==> src/rtl/oumux_dat_feed_if.sv <==
// ---------------------------------------------------------------------------
// oumux_dat_feed_if
// Bundle of the source-side and mux-side signals of oumux_dat_feed.
//
// Parameter:
//   DEPTH        FIFO depth of the attached feed stage (sizes `level`)
//
// Signals (direction as seen by the feed stage, i.e. the `slave` modport):
//   s_dat        in   512  input data word
//   s_dest       in   4    destination kernel code (legal: 8, 9, 13, 14, 15)
//   s_valid      in   1    input word valid
//   s_ready      out  1    stage can accept a word
//   t_oumux_dat  out  512  head data word to the output mux
//   t_c_dat      out  4    head destination code (mux select)
//   t_valid      out  5    one-hot head valid {k15,k14,k13,k9,k8}
//   t_ready      in   5    per-destination ready, same bit order
//   level        out       current FIFO occupancy
//   bad_dest     out  1    pulse: illegal-destination word was dropped
//
// Handshake: a word moves on a rising clock edge exactly when its valid and
// the matching ready are both 1 in the cycle before that edge. On the input
// side that is s_valid & s_ready; on the output side it is any bit of
// t_valid & t_ready. Valid never waits on ready, and a source holding valid
// keeps its data stable until the transfer happens.
// ---------------------------------------------------------------------------
interface oumux_dat_feed_if #(
  parameter int DEPTH = 4
);
  localparam int LW = $clog2(DEPTH + 1);

  logic [511:0]  s_dat;
  logic [3:0]    s_dest;
  logic          s_valid;
  logic          s_ready;
  logic [511:0]  t_oumux_dat;
  logic [3:0]    t_c_dat;
  logic [4:0]    t_valid;
  logic [4:0]    t_ready;
  logic [LW-1:0] level;
  logic          bad_dest;

  // Environment side: drives the producer inputs and the kernel readies.
  modport master (
    output s_dat, s_dest, s_valid, t_ready,
    input  s_ready, t_oumux_dat, t_c_dat, t_valid, level, bad_dest
  );

  // Feed stage side.
  modport slave (
    input  s_dat, s_dest, s_valid, t_ready,
    output s_ready, t_oumux_dat, t_c_dat, t_valid, level, bad_dest
  );
endinterface

==> src/rtl/oumux_dat_feed.sv <==
// ---------------------------------------------------------------------------
// oumux_dat_feed
// Buffered source stage ahead of the output data mux. Words tagged with a
// destination kernel code are queued in a DEPTH-entry FIFO; the head word is
// presented with a one-hot valid for its kernel (k8, k9, k13, k14, k15) and
// popped when that kernel is ready. Words with an illegal code are accepted
// and discarded, raising a one-cycle bad_dest pulse.
//
// Ports:
//   clk       in   sole clock, rising edge
//   reset     in   synchronous, active-high
//   bus       slave modport of oumux_dat_feed_if (s_*, t_*, level, bad_dest)
//   drop_cnt  out  16-bit saturating dropped-word count
//                  (present only when OUMUX_FEED_DROPCNT_EN is defined)
//
// Optional feature macro: OUMUX_FEED_DROPCNT_EN
// ---------------------------------------------------------------------------
module oumux_dat_feed #(
  parameter int DEPTH = 4
) (
  input  logic              clk,
  input  logic              reset,
  oumux_dat_feed_if.slave   bus
`ifdef OUMUX_FEED_DROPCNT_EN
  ,
  output logic [15:0]       drop_cnt
`endif
);

  localparam int PW = $clog2(DEPTH);
  localparam int LW = $clog2(DEPTH + 1);
  localparam logic [PW-1:0] PTR_ONE = PW'(1);
  localparam logic [LW-1:0] LVL_ONE = LW'(1);
  localparam logic [LW-1:0] LVL_FULL = LW'(DEPTH);

  // Storage is deliberately not reset; pointers and level define validity.
  logic [511:0]  r_mem_dat  [DEPTH];
  logic [3:0]    r_mem_dest [DEPTH];

  logic [PW-1:0] r_wptr;
  logic [PW-1:0] r_rptr;
  logic [LW-1:0] r_level;
  logic          r_bad;

  logic          w_s_ready;
  logic          w_legal;
  logic          w_push;
  logic          w_drop;
  logic          w_pop;
  logic          w_nonempty;
  logic [3:0]    w_head_dest;
  logic [4:0]    w_onehot;
  logic [4:0]    w_t_valid;

  // Full flag comes from registered level only: a pop in the same cycle
  // does not open a slot for the incoming word.
  assign w_s_ready  = (r_level != LVL_FULL);
  assign w_nonempty = (r_level != '0);

  always_comb begin
    w_legal = 1'b0;
    case (bus.s_dest)
      4'd8, 4'd9, 4'd13, 4'd14, 4'd15: w_legal = 1'b1;
      default:                         w_legal = 1'b0;
    endcase
  end

  assign w_push = bus.s_valid & w_s_ready & w_legal;
  assign w_drop = bus.s_valid & w_s_ready & ~w_legal;

  assign w_head_dest = r_mem_dest[r_rptr];

  always_comb begin
    w_onehot = 5'b00000;
    case (w_head_dest)
      4'd8:    w_onehot = 5'b00001;
      4'd9:    w_onehot = 5'b00010;
      4'd13:   w_onehot = 5'b00100;
      4'd14:   w_onehot = 5'b01000;
      4'd15:   w_onehot = 5'b10000;
      default: w_onehot = 5'b00000;
    endcase
  end

  assign w_t_valid = w_nonempty ? w_onehot : 5'b00000;
  // Only the addressed kernel's ready bit can pop the head.
  assign w_pop     = |(w_t_valid & bus.t_ready);

  always_ff @(posedge clk) begin
    if (w_push) begin
      r_mem_dat[r_wptr]  <= bus.s_dat;
      r_mem_dest[r_wptr] <= bus.s_dest;
    end
  end

  always_ff @(posedge clk) begin
    if (reset) begin
      r_wptr  <= '0;
      r_rptr  <= '0;
      r_level <= '0;
      r_bad   <= 1'b0;
    end else begin
      if (w_push) r_wptr <= r_wptr + PTR_ONE;
      if (w_pop)  r_rptr <= r_rptr + PTR_ONE;
      case ({w_push, w_pop})
        2'b10:   r_level <= r_level + LVL_ONE;
        2'b01:   r_level <= r_level - LVL_ONE;
        default: r_level <= r_level;
      endcase
      r_bad <= w_drop;
    end
  end

`ifdef OUMUX_FEED_DROPCNT_EN
  logic [15:0] r_drop_cnt;

  always_ff @(posedge clk) begin
    if (reset) begin
      r_drop_cnt <= '0;
    end else if (w_drop && (r_drop_cnt != 16'hFFFF)) begin
      r_drop_cnt <= r_drop_cnt + 16'd1;
    end
  end

  assign drop_cnt = r_drop_cnt;
`endif

  assign bus.s_ready     = w_s_ready;
  assign bus.t_valid     = w_t_valid;
  assign bus.t_oumux_dat = w_nonempty ? r_mem_dat[r_rptr] : '0;
  assign bus.t_c_dat     = w_nonempty ? w_head_dest : 4'd0;
  assign bus.level       = r_level;
  assign bus.bad_dest    = r_bad;

endmodule

==> src/flat_wrapper.sv <==
// flat-port wrapper written by rule: the top's interface ports become plain ports
module oumux_dat_feed_flat 
#(
  parameter int DEPTH = 4
)
  (clk, reset, bus_s_dat, bus_s_dest, bus_s_valid, bus_t_ready, bus_s_ready, bus_t_oumux_dat, bus_t_c_dat, bus_t_valid, bus_level, bus_bad_dest);
  oumux_dat_feed_if #(.DEPTH(DEPTH)) bus_i ();
  input  logic clk;
  input  logic reset;
  input wire logic [$bits(bus_i.s_dat)-1:0] bus_s_dat;
  input wire logic [$bits(bus_i.s_dest)-1:0] bus_s_dest;
  input wire logic [$bits(bus_i.s_valid)-1:0] bus_s_valid;
  input wire logic [$bits(bus_i.t_ready)-1:0] bus_t_ready;
  output wire logic [$bits(bus_i.s_ready)-1:0] bus_s_ready;
  output wire logic [$bits(bus_i.t_oumux_dat)-1:0] bus_t_oumux_dat;
  output wire logic [$bits(bus_i.t_c_dat)-1:0] bus_t_c_dat;
  output wire logic [$bits(bus_i.t_valid)-1:0] bus_t_valid;
  output wire logic [$bits(bus_i.level)-1:0] bus_level;
  output wire logic [$bits(bus_i.bad_dest)-1:0] bus_bad_dest;
  assign bus_i.s_dat = bus_s_dat;
  assign bus_i.s_dest = bus_s_dest;
  assign bus_i.s_valid = bus_s_valid;
  assign bus_i.t_ready = bus_t_ready;
  assign bus_s_ready = bus_i.s_ready;
  assign bus_t_oumux_dat = bus_i.t_oumux_dat;
  assign bus_t_c_dat = bus_i.t_c_dat;
  assign bus_t_valid = bus_i.t_valid;
  assign bus_level = bus_i.level;
  assign bus_bad_dest = bus_i.bad_dest;
  oumux_dat_feed #(.DEPTH(DEPTH)) u_core (.clk(clk), .reset(reset), .bus(bus_i));
endmodule
==> config.mk <==
export PLATFORM = sky130hd
export DESIGN_NAME = oumux_dat_feed_flat
export DESIGN_NICKNAME = d
export VERILOG_FILES = /design/src/rtl/oumux_dat_feed_if.sv /design/src/rtl/oumux_dat_feed.sv /design/src/flat_wrapper.sv
export SDC_FILE = /design/constraint.sdc
export NUM_CORES = 2
export LEC_CHECK = 0
export ABC_CLOCK_PERIOD_IN_PS = 23900
export BUFFER_PORTS_ARGS = -buffer_cell sky130_fd_sc_hd__buf_2
export CAP_MARGIN = 30
export CORE_MARGIN = 10
export CORE_UTILIZATION = 40
export CTS_CLUSTER_DIAMETER = 30
export DETAILED_ROUTE_END_ITERATION = 8
export HOLD_SLACK_MARGIN = 0.15
export PLACE_DENSITY = 0.69
export SYNTH_ARGS = -nofsm -noshare
export SYNTH_HDL_FRONTEND = slang
export SYNTH_SLANG_ARGS = --single-unit
==> constraint.sdc <==
create_clock -name clk -period 23.9 [get_ports clk]
set_input_delay 4.78 -clock clk [delete_from_list [all_inputs] [get_ports clk]]
set_output_delay 4.78 -clock clk [all_outputs]
set_load 0.01 [all_outputs]
# Word level (Yosys, flattened, before mapping)

Memory sizes are Yosys's and may differ from the RTL's. A register that Yosys moved wholly into a read port is not among the register bits.
Index checks and enable logic that the tools add are counted.
W data, S select, Z words.

Bits in registers: 8
RAM bits: 2064
Output and inout port bits: 526
Logic and storage cells: 44
Memories: 2

Add/subtract/negate cells: 4
Equality and inequality tests: 13
Muxes and demuxes: 12
Bitwise gates (word level): 5
Reduce and logical (&&, ||, !) cells: 4

Memories:

| memory            | words | width | rd ports | clocked after memory_dff | write ports | RTL line             | RTL |
|---|---|---|---|---|---|---|---|
| u_core.r_mem_dat  | 4     | 512   | 1        | 1                        | 1           | oumux_dat_feed.sv:37 | `logic [511:0] r_mem_dat [DEPTH];` |
| u_core.r_mem_dest | 4     | 4     | 1        | 1                        | 1           | oumux_dat_feed.sv:38 | `logic [3:0] r_mem_dest [DEPTH];` |

Operators by type and width:

| operator              | number |
|---|---|
| $mux W512             | 1 |
| $eq A4 B4 Y1 const B  | 10 |
| $pmux W5 S5           | 1 |
| $reduce_or A5 Y1      | 2 |
| $mux W2               | 4 |
| $pmux W3 S2           | 1 |
| $and A5 B5 Y5         | 1 |
| $mux W5               | 1 |
| $add A2 B1 Y2 const B | 2 |
| $mux W4               | 1 |
| $add A3 B1 Y3 const B | 1 |
| $and A1 B1 Y1         | 3 |
| $mux W1               | 3 |
| $ne A3 B3 Y1 const B  | 1 |
| $reduce_bool A3 Y1    | 1 |
| $sub A3 B1 Y3 const B | 1 |
| $eq A2 B1 Y1 const B  | 1 |
| $eq A2 B2 Y1 const B  | 1 |
| $reduce_bool A2 Y1    | 1 |
| $not A1 Y1            | 1 |

# Logic depth before layout (Yosys ltp)

Depth in word-level cells: 7
Mapped depth: 11
Gate-level depth less buffers: 10

# Worst setup path after synthesis

No wires, ideal clock.

Kind: input port to flip-flop
From: input bus_s_dest[1]
To: memory u_core.r_mem_dat[0][0] (enable)
Library setup time: 0.948 ns
Arrival: 17.213 ns
Data required time: 22.952 ns
Setup slack: 5.739 ns
Stages on the path: 5
Buffers on the path: 1
Cell sequence: nor2b_1 a211oi_1 and3_1 clkbuf_1 and2_1

Word-level cells in the longest chain between the ends: 6
Elaborated cells between the ends (all ways): 10

RTL lines:

| what                            | RTL line             | RTL |
|---|---|---|
| start, declared                 | flat_wrapper.sv:11   | `input wire logic [$bits(bus_i.s_dest)-1:0] bus_s_dest;` |
| $eq A4 B4 Y1                    | oumux_dat_feed.sv:62 | `case (bus.s_dest)` |
| $reduce_or A5 Y1 *              | oumux_dat_feed.sv:62 |  |
| $mux W1 *                       | oumux_dat_feed.sv:62 |  |
| $and A1 B1 Y1 *                 | oumux_dat_feed.sv:68 | `assign w_push = bus.s_valid & w_s_ready & w_legal;` |
| $mux W1 *                       | oumux_dat_feed.sv:90 | `if (w_push) begin` |
| $mux W1 (implied by the code) * | oumux_dat_feed.sv:91 | `r_mem_dat[r_wptr] <= bus.s_dat;` |
| end, declared                   | oumux_dat_feed.sv:37 |  |

Mark *: on every way between the ends. The rest lies on a longest branch, timed or not.

==> flow_metrics.tcl <==
set metrics [dict create \
    status "finished clean" \
    synth-simple-area-share 0.0440 \
    arrival_ns 5.95 \
    cts_tree "done" \
    dieArea_mm2 0.214 \
    ant_nets 0 \
    pwr_density_cell_mw_per_mm2 99.6 \
    cts_hold_buf 0 \
    vias 40240 \
    postSynthAreaPerCell_um2 23.3 \
    rr_startpoint "u_core.bus.level[0]" \
    final_max_slew_viol_count 0 \
    portBuffers 1049 \
    start_util 0.402 \
    timing.final.crit_period_ns 10.73 \
    rsz0062_at_grt "false" \
    first_global_vias 41916 \
    crit_path_end "bus_t_oumux_dat[338]" \
    synthTopCellsByArea "edfxtp_1 79%, mux4_2 15%, and2_1 4.2%" \
    post-route-period-util 0.449 \
    synthMuxAreaShare 0.149 \
    synth_top_family_by_area "multiplexers" \
    grt_first_pass_wirelength_mm 299 \
    io_pins 1050 \
    criticalPathCategory "flip-flop to output port" \
    max_cap_viol_count 0 \
    critPathTopFamily "buffers and inverters" \
    cts_resized 0 \
    chipHeight_um 463 \
    hold_viol 0 \
    ys_ff_latch 2074 \
    r2r_end "u_core.r_mem_dat[0][350]" \
    dp_cells 6923 \
    core_mm2 0.195 \
    final_nets 5220 \
    cts.sinks 2074 \
    seq_area_frac_synth 0.793 \
    fin_util 0.512 \
    wl_per_cell_um 26.9 \
    cts_inserted_buffers 385 \
    synth_top_area_share 0.791 \
    cts_setup_buffers 0 \
    hp-class "flip-flop to flip-flop" \
    swShare 0.215 \
    crit_cells 9 \
    synthAdderAreaFrac 0.00105 \
    clkPwrFrac 0.534 \
    clkTransAtPathRegs_ns 0.05 \
    antenna_found_initial 137 \
    critPathLaunchType "flip-flop" \
    p_int_mw 7.81 \
    relSlewSlack 0.274 \
    power.leakage_nw 34.6 \
    worst-path-buf-inv 7 \
    yosysUniqueCellTypes 35 \
    clkLatencyLatePin_ns 0.94 \
    rrSetupSlack_ns 17.52 \
    crit_path_top_delay_cell "buf_4" \
    clock_skew_ns 0.0712 \
    ir_drop_uv 101 \
    end_kind "output port" \
    comb_power_share 0.055 \
    cts_buffer_depth 4 \
    synth_area_mm2 0.0784 \
    ys_warn_count 0 \
    p_sw_mw 2.14 \
    cts_root_buffer "clkbuf_16" \
    layoutNonFillerInstCount 7676 \
    crit_fanout 114 \
    drt-initial-drc-count 3766 \
    ys.flop_type "edfxtp_1" \
    drtPass1Iterations 8 \
    track_usage 0.187 \
    setup_violations 0 \
    synthArstFlopShare 0 \
    fmax_mhz 93.2 \
    drt-total-wl_mm 206 \
    hpwl_mm 132 \
    dieWidth_um 463 \
    yosysTopAreaCell "edfxtp_1" \
    drcViolationCount 0 \
    path_common_cell "buf_4" \
    worstMarginPinSlew_ns 1.09 \
    synth_compound_area_frac 0.00136 \
    globalRoute.totalOverflow 0 \
    final_layout_size_suffix_gt1_frac 0.449 \
    holdWs_ns 0.506 \
    htreeDepth 5 \
    grt_max_degree 133 \
    syn_to_final_growth_pct 27.5 \
    synth-xor-area-share 0.000335 \
    worstRegToRegCells 10 \
    crit_chain "buf_12 -> buf_4 -> buf_4 -> buf_16 -> buf_4 -> buf_16 -> mux4_2 -> and2_1 -> buf_2" \
    viasPerCell 5.24 \
    slowest_delay_ns 0.72 \
    worstPathRequired_ns 19.12 \
    syn_nets 3893 \
    seqPwrFrac 0.411 \
    synthCells 3363 \
    rows 162 \
    place_congestion 0.836 \
    finalSetupTns_ns 0 \
    synth_edf_count 2064 \
]
==> power by group through the flow <==
stage | Clock [mW] | Combinational, mW | Sequential (mW)
2_1_floorplan | 0 | 0.264 | 4.19
3_3_place_gp | 0 | 0.544 | 4.15
3_5_place_dp | 0 | 0.552 | 4.16
4_1_cts | 5.39 | 0.556 | 4.09
5_1_grt | 5.58 | 0.591 | 4.09
6_report | 5.31 | 0.550 | 4.09
==> cell usage after synthesis (all sizes together), types with 3 or more instances <==
cell type	number
a21oi	4
and2	522
buf	101
clkbuf	73
dfxtp	10
edfxtp	2064
ha	5
inv	9
mux2	4
mux2i	5
mux4	516
nand2	5
nand4	3
nor2	12
nor3	4
==> tightest hold or removal path, stage by stage, from the launching register on <==
cell and delay [ns]:
dfxtp_1 0.31, nand4_1 0.07, a21oi_1 0.07
==> worst min-delay path by stage <==
stage | start | cells past startpoint | endpoint | slack [ns]
3_5_place_dp | u_core.r_rptr[1] | 2 | flip-flop | 0.48
5_1_grt | u_core.r_rptr[1] | 2 | flip-flop | 0.53
2_1_floorplan | u_core.r_rptr[1] | 2 | flip-flop | 0.45
6_report | u_core.r_rptr[1] | 2 | flip-flop | 0.51
4_1_cts | u_core.r_rptr[1] | 2 | flip-flop | 0.51
3_3_place_gp | u_core.r_rptr[1] | 2 | flip-flop | 0.47
==> layout make-up <==
class                           count  area, um2
Multi-Input combinational cell   1106      15400
Clock buffer                      429       9940
Sequential cell                  2074      62200
Clock inverter                    266       2910
Tap cell                         2624       3280
Inverter                            9       33.8
Fill cell                       15033      95100
Antenna cell                       54        135
Timing Repair Buffer             1114       6020
==> layout by cell type, fill, tap and decap left out, types with 5 or more instances in the layout <==
| master | count |
|---|---|
| diode_2 | 54 |
| and2_1 | 518 |
| ha_1 | 5 |
| buf_2 | 1050 |
| clkinv_2 | 71 |
| buf_4 | 47 |
| clkinv_1 | 56 |
| dfxtp_1 | 8 |
| mux4_2 | 516 |
| clkinvlp_4 | 33 |
| edfxtp_1 | 2064 |
| nand2_1 | 5 |
| buf_12 | 7 |
| nor2_1 | 12 |
| bufinv_16 | 50 |
| clkbuf_1 | 36 |
| inv_1 | 9 |
| clkinv_4 | 26 |
| buf_16 | 10 |
| mux2i_1 | 5 |
| clkbuf_16 | 390 |
| inv_6 | 21 |
==> sequential cells by signal, summed over array words and instances (netlist names), named ones only <==
register	flops
u_core.bus.level	3
u_core.r_mem_dat	2048
u_core.r_rptr	2
u_core.bus.bad_dest	1
u_core.r_mem_dest	16
u_core.r_wptr	2
==> layer usage <==
metal / share of wire / GRT usage
met3: 0.11 / 0.0811
met2: 0.48 / 0.291
met5: 0.0034 / 0
met4: 0.033 / 0.0744
met1: 0.38 / 0.230
==> logic make-up after synthesis <==
kind of cell	after synthesis
flops	2074
simple gates	558
mux	525
buf+inv	183
compound gates	14
fa+ha+maj	6
xor+xnor	3
==> metrics by stage <==
step | worst slack, ns | area [um2] | total power [mW]
2_1_floorplan | 5.74 | 78400 | 4.45
3_3_place_gp | 12.84 | 86600 | 4.70
3_5_place_dp | 13.09 | 86800 | 4.71
4_1_cts | 12.82 | 99700 | 10.0
5_1_grt | 12.66 | 99900 | 10.3
6_report | 13.17 | 99900 | 9.95
Power figures use the tool's default switching activity.
